--- src/rtl/d_to_jk_driver_if.sv ---
// Signal bundle between a D-style word producer, the d_to_jk_driver and an external JK bank.
// The master side offers words and the bank state; the slave side is the driver.
interface d_to_jk_driver_if #(
    parameter int WIDTH = 4,
    parameter int ERR_W = 8
);
    logic             in_valid;
    logic             in_ready;
    logic [WIDTH-1:0] in_data;
    logic [WIDTH-1:0] q_fb;
    logic [WIDTH-1:0] j;
    logic [WIDTH-1:0] k;
    logic             jk_strobe;
    logic             busy;
    logic             done;
    logic [ERR_W-1:0] err_cnt;
    logic             err_flag;

    modport master (
        output in_valid, in_data, q_fb,
        input  in_ready, j, k, jk_strobe, busy, done, err_cnt, err_flag
    );

    modport slave (
        input  in_valid, in_data, q_fb,
        output in_ready, j, k, jk_strobe, busy, done, err_cnt, err_flag
    );
endinterface

--- src/rtl/d_to_jk_driver.sv ---
// Converts D-style target words into one strobed cycle of minimal J/K excitation for an external JK bank.
// Optional read-back checking with a saturating mismatch counter is enabled by defining JK_CHECK_EN.
module d_to_jk_driver #(
    parameter int WIDTH = 4,
    parameter int ERR_W = 8
) (
    input  logic              clk,
    input  logic              rst_n,
    d_to_jk_driver_if.slave   bus
);

`ifdef JK_CHECK_EN
    typedef enum logic [1:0] {
        S_IDLE   = 2'd0,
        S_APPLY  = 2'd1,
        S_SETTLE = 2'd2,
        S_CHECK  = 2'd3
    } state_t;
`else
    typedef enum logic [1:0] {
        S_IDLE   = 2'd0,
        S_APPLY  = 2'd1,
        S_SETTLE = 2'd2
    } state_t;
`endif

    state_t           r_state;
    state_t           w_next;
    logic             w_ready;
    logic             w_accept;
    logic             w_strobe;
    logic             w_done;
    logic [WIDTH-1:0] r_j;
    logic [WIDTH-1:0] r_k;

    assign w_ready  = (r_state == S_IDLE) && rst_n;
    assign w_accept = w_ready && bus.in_valid;

    always_ff @(posedge clk) begin
        if (!rst_n) begin
            r_state <= S_IDLE;
        end else begin
            r_state <= w_next;
        end
    end

    always_comb begin
        w_next   = r_state;
        w_strobe = 1'b0;
        w_done   = 1'b0;
        case (r_state)
            S_IDLE: begin
                if (w_accept) begin
                    w_next = S_APPLY;
                end
            end
            S_APPLY: begin
                w_strobe = 1'b1;
                w_next   = S_SETTLE;
            end
            S_SETTLE: begin
`ifdef JK_CHECK_EN
                w_next = S_CHECK;
`else
                w_done = 1'b1;
                w_next = S_IDLE;
`endif
            end
`ifdef JK_CHECK_EN
            S_CHECK: begin
                w_done = 1'b1;
                w_next = S_IDLE;
            end
`endif
            default: begin
                w_next = S_IDLE;
            end
        endcase
    end

    // Don't-cares resolved to 0 so a bit is never toggled: j&k is always 0.
    always_ff @(posedge clk) begin
        if (!rst_n) begin
            r_j <= '0;
            r_k <= '0;
        end else if (w_accept) begin
            r_j <= bus.in_data & ~bus.q_fb;
            r_k <= ~bus.in_data & bus.q_fb;
        end
    end

    // Gating by rst_n keeps an asserted reset from clocking the bank mid-transaction.
    assign bus.in_ready  = w_ready;
    assign bus.jk_strobe = w_strobe && rst_n;
    assign bus.j         = r_j & {WIDTH{w_strobe && rst_n}};
    assign bus.k         = r_k & {WIDTH{w_strobe && rst_n}};
    assign bus.done      = w_done && rst_n;
    assign bus.busy      = (r_state != S_IDLE);

`ifdef JK_CHECK_EN
    logic [WIDTH-1:0] r_tgt;
    logic [ERR_W-1:0] r_err_cnt;
    logic             r_err_flag;
    logic             w_mismatch;

    assign w_mismatch = (r_state == S_CHECK) && (bus.q_fb != r_tgt);

    always_ff @(posedge clk) begin
        if (!rst_n) begin
            r_tgt <= '0;
        end else if (w_accept) begin
            r_tgt <= bus.in_data;
        end
    end

    // One count per failing transaction, not per bit; holds at all ones.
    always_ff @(posedge clk) begin
        if (!rst_n) begin
            r_err_cnt  <= '0;
            r_err_flag <= 1'b0;
        end else if (w_mismatch) begin
            r_err_flag <= 1'b1;
            if (r_err_cnt != {ERR_W{1'b1}}) begin
                r_err_cnt <= r_err_cnt + 1'b1;
            end
        end
    end

    assign bus.err_cnt  = r_err_cnt;
    assign bus.err_flag = r_err_flag;
`else
    assign bus.err_cnt  = '0;
    assign bus.err_flag = 1'b0;
`endif

endmodule
--- src/flat_wrapper.sv ---
// flat-port wrapper written by rule: the top's interface ports become plain ports
module d_to_jk_driver_flat 
#(
    parameter int WIDTH = 4,
    parameter int ERR_W = 8
)
  (clk, rst_n, bus_in_valid, bus_in_data, bus_q_fb, bus_in_ready, bus_j, bus_k, bus_jk_strobe, bus_busy, bus_done, bus_err_cnt, bus_err_flag);
  d_to_jk_driver_if #(.WIDTH(WIDTH), .ERR_W(ERR_W)) bus_i ();
  input  logic clk;
  input  logic rst_n;
  input wire logic [$bits(bus_i.in_valid)-1:0] bus_in_valid;
  input wire logic [$bits(bus_i.in_data)-1:0] bus_in_data;
  input wire logic [$bits(bus_i.q_fb)-1:0] bus_q_fb;
  output wire logic [$bits(bus_i.in_ready)-1:0] bus_in_ready;
  output wire logic [$bits(bus_i.j)-1:0] bus_j;
  output wire logic [$bits(bus_i.k)-1:0] bus_k;
  output wire logic [$bits(bus_i.jk_strobe)-1:0] bus_jk_strobe;
  output wire logic [$bits(bus_i.busy)-1:0] bus_busy;
  output wire logic [$bits(bus_i.done)-1:0] bus_done;
  output wire logic [$bits(bus_i.err_cnt)-1:0] bus_err_cnt;
  output wire logic [$bits(bus_i.err_flag)-1:0] bus_err_flag;
  assign bus_i.in_valid = bus_in_valid;
  assign bus_i.in_data = bus_in_data;
  assign bus_i.q_fb = bus_q_fb;
  assign bus_in_ready = bus_i.in_ready;
  assign bus_j = bus_i.j;
  assign bus_k = bus_i.k;
  assign bus_jk_strobe = bus_i.jk_strobe;
  assign bus_busy = bus_i.busy;
  assign bus_done = bus_i.done;
  assign bus_err_cnt = bus_i.err_cnt;
  assign bus_err_flag = bus_i.err_flag;
  d_to_jk_driver #(.WIDTH(WIDTH), .ERR_W(ERR_W)) u_core (.clk(clk), .rst_n(rst_n), .bus(bus_i));
endmodule
--- config.mk ---
export PLATFORM = sky130hd
export DESIGN_NAME = d_to_jk_driver_flat
export DESIGN_NICKNAME = d
export VERILOG_FILES = /design/src/rtl/d_to_jk_driver_if.sv /design/src/rtl/d_to_jk_driver.sv /design/src/flat_wrapper.sv
export SDC_FILE = /design/constraint.sdc
export NUM_CORES = 1
export LEC_CHECK = 0
export ABC_AREA = 1
export BUFFER_PORTS_ARGS = -buffer_cell sky130_fd_sc_hd__buf_2
export CAP_MARGIN = 20
export CORE_MARGIN = 2
export CORE_UTILIZATION = 34
export DETAILED_ROUTE_END_ITERATION = 12
export RECOVER_POWER = 100
export SLEW_MARGIN = 20
export SYNTH_ARGS = -nofsm -noshare
export SYNTH_HDL_FRONTEND = slang
export SYNTH_SLANG_ARGS = --single-unit
--- constraint.sdc ---
create_clock -name clk -period 1.2 [get_ports clk]
set_input_delay 0.12 -clock clk [delete_from_list [all_inputs] [get_ports clk]]
set_output_delay 0.12 -clock clk [all_outputs]
set_load 0.02 [all_outputs]
==> results of run 1 <==
==> timing repair <==
item,4_1_cts,5_1_grt
hold buffers,0,0
gates cloned,1,0
endpoints found under the hold margin,0,0
setup buffers,2,2
gates resized for setup,23,9
pin swaps,2,2
endpoints found under the setup margin,9,19
==> worst min path at each step <==
stage,from,endpoint,slack (ns),cells after the start
floorplan,bus_q_fb[3],u_core.r_k[3],0.27,2
global route,bus_in_data[0],u_core.r_j[0],0.12,3
global placement,bus_in_data[1],u_core.r_j[1],0.39,3
CTS,bus_in_data[1],u_core.r_j[1],0.10,3
detailed placement,bus_in_data[1],u_core.r_j[1],0.39,3
finish,bus_q_fb[1],u_core.r_j[1],0.11,4
==> final cells by class <==
type,instances,area [sq um],share of cell area [%]
tap,16,20.02,2.446
multi-input combinational,58,297.8,36.39
timing repair buffer,27,187.7,22.94
clock buffer,4,36.28,4.434
inverter,19,71.32,8.716
sequential,10,205.2,25.08
==> cell usage in the layout (no fill, tap or decap), types with 2 or more instances in the layout <==
master,instances
buf_2,11
buf_6,4
buf_4,11
nand2_1,14
nor2_2,2
inv_1,18
nand3_1,3
dfxtp_1,8
clkbuf_4,3
conb_1,9
nor2_1,19
nor2_4,4
o21ai_2,2
==> layer usage <==
layer  track usage [%]  part of all wire, %
met5                 0                    0
met4             10.59                  2.1
met3             2.400                  6.2
met2             22.00                   52
met1             11.82                   39
==> metrics by stage <==
stage          setup WS, ns  power (mW)  utilization, %
6_report           -0.03111      0.8442           53.08
5_1_grt             -0.1039      0.8934           53.08
4_1_cts            -0.04411      0.8426           50.08
3_5_place_dp        0.06303      0.5092           42.37
3_3_place_gp        0.07376      0.5069           42.37
2_1_floorplan        0.1479      0.4952               -
==> state kept, by name (all words and copies together), names as in the netlist <==
name,count
u_core.r_j,4
u_core.r_k,4
u_core.r_state,2
==> power by group through the flow <==
| stage | combinational [mW] | clock [mW] | sequential (mW) |
|---|---|---|---|
| after floorplan | 0.130 | 0 | 0.365 |
| after global placement | 0.141 | 0 | 0.366 |
| after detailed placement | 0.142 | 0 | 0.367 |
| after CTS | 0.164 | 0.319 | 0.360 |
| after global routing | 0.203 | 0.331 | 0.360 |
| final | 0.180 | 0.306 | 0.358 |
==> critical path: cells and delay by family, from the launching register on <==
family | cells | cell delay, ns
AND/OR/NAND/NOR | 2 | 0.16
buffers and inverters | 3 | 0.33
flip-flops | 1 | 0.35
==> cell families after synthesis <==
group / share of synthesized area, %
flops: 35.01
simple gates: 32.82
compound gates: 3.938
other cells: 0.6558
buf+inv: 27.57
==> summary.txt, run 1 <==
Run status
  – Status: finished with violations
  – Violated checks: setup timing

STA
  – Setup Total Neg Slack: -0.1808 ns
  – Tmin final: 1.231 ns
  – Max-slew violation count: 0
  – RSZ-0062 raised after global routing: true
  – Hold Vio Cnt, Final: 0
  – Fmax: 0.8123 GHz
  – Fin Clk Skew: 0.001763 ns
  – Final setup violation count: 9
  – Final hold slack: 0.1114 ns
  – Setup ws final: -0.03111 ns
  – Tcrit/Tclk final: 102.6%

Critical path
  – CP peak stage delay: 0.35 ns
  – CP endpoint kind: output port
  – CP Launch Type: flip-flop
  – Crit path kind: reg2out
  – CP max FO: 2
  – Req. time, crit path: 1.08 ns
  – CP Cell Sequence: clkbuf_2 > nor2_4 > inv_1 > nor2_1 > buf_4
  – FF-to-FF Start: u_core.r_state[1]
  – End of the worst register-to-register path: u_core.r_j[0]
  – Reg2reg path depth: 6
  – Critical path startpoint: u_core.r_state[1]
  – CP max stage cell: dfxtp_4
  – CP arrival: 1.11 ns
  – Setup crit end: bus_in_ready
  – R2R setup slack: 0.06 ns

Final layout
  – Design area: 818.3 sq um
  – Layout fillers: 165
  – Layout cells sized above 1: 38.98%
  – Inserted Diodes: 0
  – Area growth syn-to-layout: 43.11%
  – Final Net Count: 130
  – Post-Layout Cell Count: 134

Detailed routing
  – Vias per cell: 4.142
  – Final wirelength: 1108 microns
  – DRT antenna net count: 0
  – Drt first pass iters: 2
  – WL per Instance: 8.269 microns
  – Vias: 555
  – Starting DRT DRC Count: 4
  – Post-route DRC: 0

Clock tree
  – Worst-path clk slew: 0.07 ns
  – Clk buf depth: 2
  – H-Tree Level Count: 1
  – Worst-skew pair later-pin latency: 0.26 ns
  – CTS tree: done
  – CTS sink cnt: 10
  – CTS root buf: clkbuf_4
  – TritonCTS Buffers: 3

Worst hold path
  – Min-Delay Path Class: in2reg

Placement
  – Half-perimeter wire length after placement: 769.9 microns
  – GP Congestion: 0.6528
  – Placed cell area: 653.1 sq um
  – Port bufs: 22
  – Placed insts: 125

Pwr
  – NetSw: 245.0 uW
  – Max IR drop VDD: 0.0004146 V
  – Leakage: 0.4640 nW
  – Sw Share: 29.02%
  – Sequential group share of total power: 42.4%
  – Power Density: 1032 nW/um^2
  – Clock share of power: 36.2%
  – Pint: 599.3 uW
  – Logic pwr share: 21.4%

Floorplanning
  – Num rows: 14
  – Die area: 2026 sq um
  – I/O Pins: 32
  – Placeable core area: 1541 sq um
  – Die height: 45.01 microns
  – Initial Util: 37.09%
  – Die Wd: 45.01 microns

Synthesis
  – Top post-synthesis cells by area: dfxtp_1 35%, nor2_1 16%, buf_4 13%
  – Ys Warns: 0
  – EDFF count, synth: 0
  – Most common flop cell mapped by yosys: dfxtp_1
  – Seq cells post-synth: 10
  – Unique masters post-synth: 12
  – Avg Inst Size Synth: 6.425 sq um
  – Count leader, synth: nor2_1
  – Most common library cells after synthesis: 24 x nor2_1, 19 x inv_1, 15 x nand2_1
  – Post-synth top area share: 35.01%
  – Area leader, netlist: dfxtp_1
  – Synth Instances: 89
  – Seq/Total Area, Yosys: 35.01%
  – Synth Cell Area: 571.8 sq um
  – Async S/R FF share, synth: 0%

GRT
  – Largest net degree at the start of global routing: 17
  – All-Layer GR Usage: 12.30%
  – Overflow after GRT: 0
  – Vias in the first global route: 457
  – Antenna violations before repair: 0
  – Global-route wire length before repair: 1738 microns

Job
  – Max Cap Viol: 0
Note: power is estimated with default switching activity, not from simulation.
==> run 2: changes to the inputs <==
--- a/config.mk
+++ b/config.mk
@@ -5,12 +5,14 @@
 export SDC_FILE = /design/constraint.sdc
 export NUM_CORES = 1
 export LEC_CHECK = 0
-export ABC_AREA = 1
 export BUFFER_PORTS_ARGS = -buffer_cell sky130_fd_sc_hd__buf_2
 export CAP_MARGIN = 20
+export CELL_PAD_IN_SITES_DETAIL_PLACEMENT = 0
+export CELL_PAD_IN_SITES_GLOBAL_PLACEMENT = 1
 export CORE_MARGIN = 2
-export CORE_UTILIZATION = 34
+export CORE_UTILIZATION = 28
 export DETAILED_ROUTE_END_ITERATION = 12
+export PLACE_DENSITY_LB_ADDON = 0.1
 export RECOVER_POWER = 100
 export SLEW_MARGIN = 20
 export SYNTH_ARGS = -nofsm -noshare
==> constraint.sdc (replaced) <==
create_clock -name clk -period 1.2 [get_ports clk]
set_input_delay 0.18 -clock clk [delete_from_list [all_inputs] [get_ports clk]]
set_output_delay 0.18 -clock clk [all_outputs]
set_load 0.02 [all_outputs]
==> run 2 against run 1 <==
  * The flow still finishes with violations (setup timing)
  * Flip-flop and latch count stayed put
  * Sequential power is essentially flat
  * Largest cell class unchanged
  * First-iteration DRC count down 75%
  * Maximum frequency shrank 6.2%
  * Critical path type unchanged
  * Critical path depth shrank 2
  * Final area is 0.61% higher
  * Die area up 14%
  * Core utilization shrank 6.4 points
==> summary.txt, run 2 <==
Run status
  – Violated checks: setup timing
  – Status: finished with violations

Placement
  – Placed cell area: 656.9 sq um (+0.57%)
  – Worst slack at placement: 0.1115 ns (+0.04851 ns)
  – Half-perimeter wire length after placement: 783.4 microns (+1.8%)
  – Port bufs: 22 (unchanged)
  – GP Congestion: 0.6564 (+0.55%)

Clock tree
  – H-Tree Level Count: 1 (unchanged)
  – CTS sink cnt: 10 (unchanged)
  – Worst-skew pair later-pin latency: 0.27 ns (about the same)
  – Clk buf depth: 2 (unchanged)
  – CTS root buf: clkbuf_4
  – CTS Hold Bufs: 0 (unchanged)
  – CTS tree: done
  – Worst-path clk slew: 0.07 ns (about the same)
  – TritonCTS Buffers: 3 (unchanged)

Final layout
  – Largest regs: u_core.r_j: 4 flops, u_core.r_k: 4 flops, u_core.r_state: 2 flops
  – Commonest non-fill, non-tap cell in the layout: buf_2
  – Final Net Count: 100 (-23%)
  – Most frequent cells in the layout: 11 x buf_2, 10 x buf_6, 9 x conb_1
  – Layout cells sized above 1: 46.59% (+7.6 points)
  – Design area: 823.3 sq um (+0.61%)
  – Inserted Diodes: 0 (unchanged)
  – Core Util, Final: 46.67% (-6.4 points)
  – Area growth syn-to-layout: 51.96%

STA
  – Tcrit/Tclk final: 109.4% (+6.8 points)
  – Final hold slack: 0.1698 ns (+0.05840 ns)
  – Max-slew violation count: 0 (unchanged)
  – Setup Total Neg Slack: -0.8226 ns (-0.6418 ns)
  – Setup ws final: -0.1122 ns (-0.08112 ns)
  – Fin Clk Skew: 0.001176 ns (-0.0005877 ns)
  – RSZ-0062 raised after global routing: true
  – Tmin final: 1.312 ns (+0.08112 ns)
  – Final setup violation count: 12 (+3)
  – Fmax: 0.7621 GHz (-6.2%)
  – Hold Vio Cnt, Final: 0 (unchanged)

GRT
  – Antenna violations before repair: 0 (unchanged)
  – Vias in the first global route: 378 (-17%)
  – Largest net degree at the start of global routing: 10 (-7)
  – All-Layer GR Usage: 11.31% (-1.0 points)
  – Global-route wire length before repair: 1656 microns (-4.7%)
  – Overflow after GRT: 0 (unchanged)

Detailed routing
  – Final wirelength: 1132 microns (+2.2%)
  – WL per Instance: 10.02 microns (+21%)
  – Vias: 472 (-15%)
  – Starting DRT DRC Count: 1 (-3)
  – Vias per cell: 4.177 (+0.85%)
  – Drt first pass iters: 2 (unchanged)
  – Post-route DRC: 0 (unchanged)
  – DRT antenna net count: 0 (unchanged)

Synthesis
  – Async S/R FF share, synth: 0% (unchanged)
  – Synth Instances: 63 (-29%)
  – Most common library cells after synthesis: 10 x dfxtp_1, 9 x buf_4, 9 x nand2b_1
  – EDFF count, synth: 0 (unchanged)
  – Synth Cell Area: 541.8 sq um (-5.3%)
  – Count leader, synth: dfxtp_1
  – Avg Inst Size Synth: 8.600 sq um (+34%)
  – Most common flop cell mapped by yosys: dfxtp_1
  – Ys Warns: 0 (unchanged)
  – Area leader, netlist: dfxtp_1
  – Unique masters post-synth: 15 (+3)
  – Top post-synthesis cells by area: dfxtp_1 37%, mux2i_1 15%, buf_4 12%
  – Post-synth top area share: 36.95% (+1.9 points)
  – Seq cells post-synth: 10 (unchanged)
  – Seq/Total Area, Yosys: 36.95% (+1.9 points)

Critical path
  – CP max FO: 5 (+3)
  – FF-to-FF Start: u_core.r_state[0]
  – CP endpoint kind: output port
  – CP arrival: 1.13 ns (+0.02 ns)
  – CP Launch Type: flip-flop
  – Critical path startpoint: u_core.r_state[0]
  – CP Cell Sequence: nor2b_4 > and3_4 > buf_6
  – Crit path kind: reg2out
  – Reg2reg path depth: 3 (-3)
  – CP max stage cell: dfxtp_4
  – Worst path bufs/invs: 1 (-2)
  – End of the worst register-to-register path: u_core.r_j[1]
  – CP peak stage delay: 0.38 ns (+0.03 ns)
  – R2R setup slack: 0.01 ns (-0.05 ns)
  – Crit-path leading delay family: flip-flops
  – Req. time, crit path: 1.02 ns (-0.06 ns)
  – Levels on crit path: 3 (-2)

Floorplanning
  – Placeable core area: 1764 sq um (+14%)
  – Die area: 2303 sq um (+14%)
  – Die height: 47.99 microns (+6.6%)
  – I/O Pins: 32 (unchanged)
  – Initial Util: 30.71% (-6.4 points)
  – Num rows: 15 (+1)
  – Die Wd: 47.99 microns (+6.6%)

Worst hold path
  – Hold Crit Start: bus_q_fb[0]
  – Min-Delay Path Depth: 3 (-1)
  – Min-Delay Path Class: in2reg
  – Hold Crit Endpoint: u_core.r_k[0]

Job
  – Max Cap Viol: 0 (unchanged)

Pwr
  – Max IR drop VDD: 0.0006344 V (+53%)
  – Leakage: 0.3638 nW (-22%)
  – Power Density: 1012 nW/um^2 (-1.9%)
[run 2: cell count changes after synthesis, moves of 3 or more]
cell and delta:
nor2_1 -17, nand2_1 -7, and3_1 +4, nand3_1 -3, nand2b_1 +9, mux2i_1 +8
inv_1 -18
[run 2: per-stage QoR]
stage                     power, mW  std cells
final                        0.8334        113
after global routing         0.8754        113
after CTS                    0.8335        113
after detailed placement     0.5010        109
after global placement       0.5002        109
after floorplan              0.4784         71
[run 2: final cells by class]
| cell class | count | area, sq um |
|---|---|---|
| fill | 200 | 940.9 |
| clock buffer | 4 | 36.28 |
| multi-input combinational | 49 | 356.6 |
| inverter | 1 | 3.754 |
| tap | 25 | 31.28 |
| timing repair buffer | 24 | 187.7 |
| sequential | 10 | 207.7 |
[run 2: cells by family (layout without fill, tap and decap cells)]
family	Yosys count	after routing	synth area share (%)
and+or+nand+nor	32	32	31.41
buffers and inverters	12	29	16.16
DFF	10	10	36.95
muxes	8	8	14.78
other	1	9	0.6922
[run 2: worst max path at each step]
stage | endpoint
global route | bus_j[2]
floorplan | bus_in_ready
CTS | bus_in_ready
global placement | bus_j[2]
detailed placement | bus_j[2]
finish | bus_j[2]
[run 2: worst register-to-register path, stage by stage, from the launching register on]
cell and delay [ns]:
dfxtp_4 0.36, and4bb_1 0.26, clkbuf_2 0.28, mux2i_1 0.22
[run 2: what timing repair did]
item                                    CTS  global route
endpoints found under the setup margin   12            12
cloned                                    0             0
gates resized for setup                  19            25
pin swaps                                 1             7
setup buffers                             0             0
[run 2: power breakdown]
group          internal (mW)  total, mW  switching, mW
logic                 0.0684      0.164         0.0953
clock network          0.185      0.313          0.128
registers              0.347      0.357         0.0101
[run 2: per-layer routing]
| metal | global-route usage, % | share of wire, % | wire length (microns) |
|---|---|---|---|
| met5 | 0 | 0 | 0 |
| met2 | 17.60 | 48 | 544 |
| met4 | 11.35 | 3.9 | 44 |
| met1 | 12.39 | 41 | 465 |
| met3 | 2.264 | 6.9 | 78 |
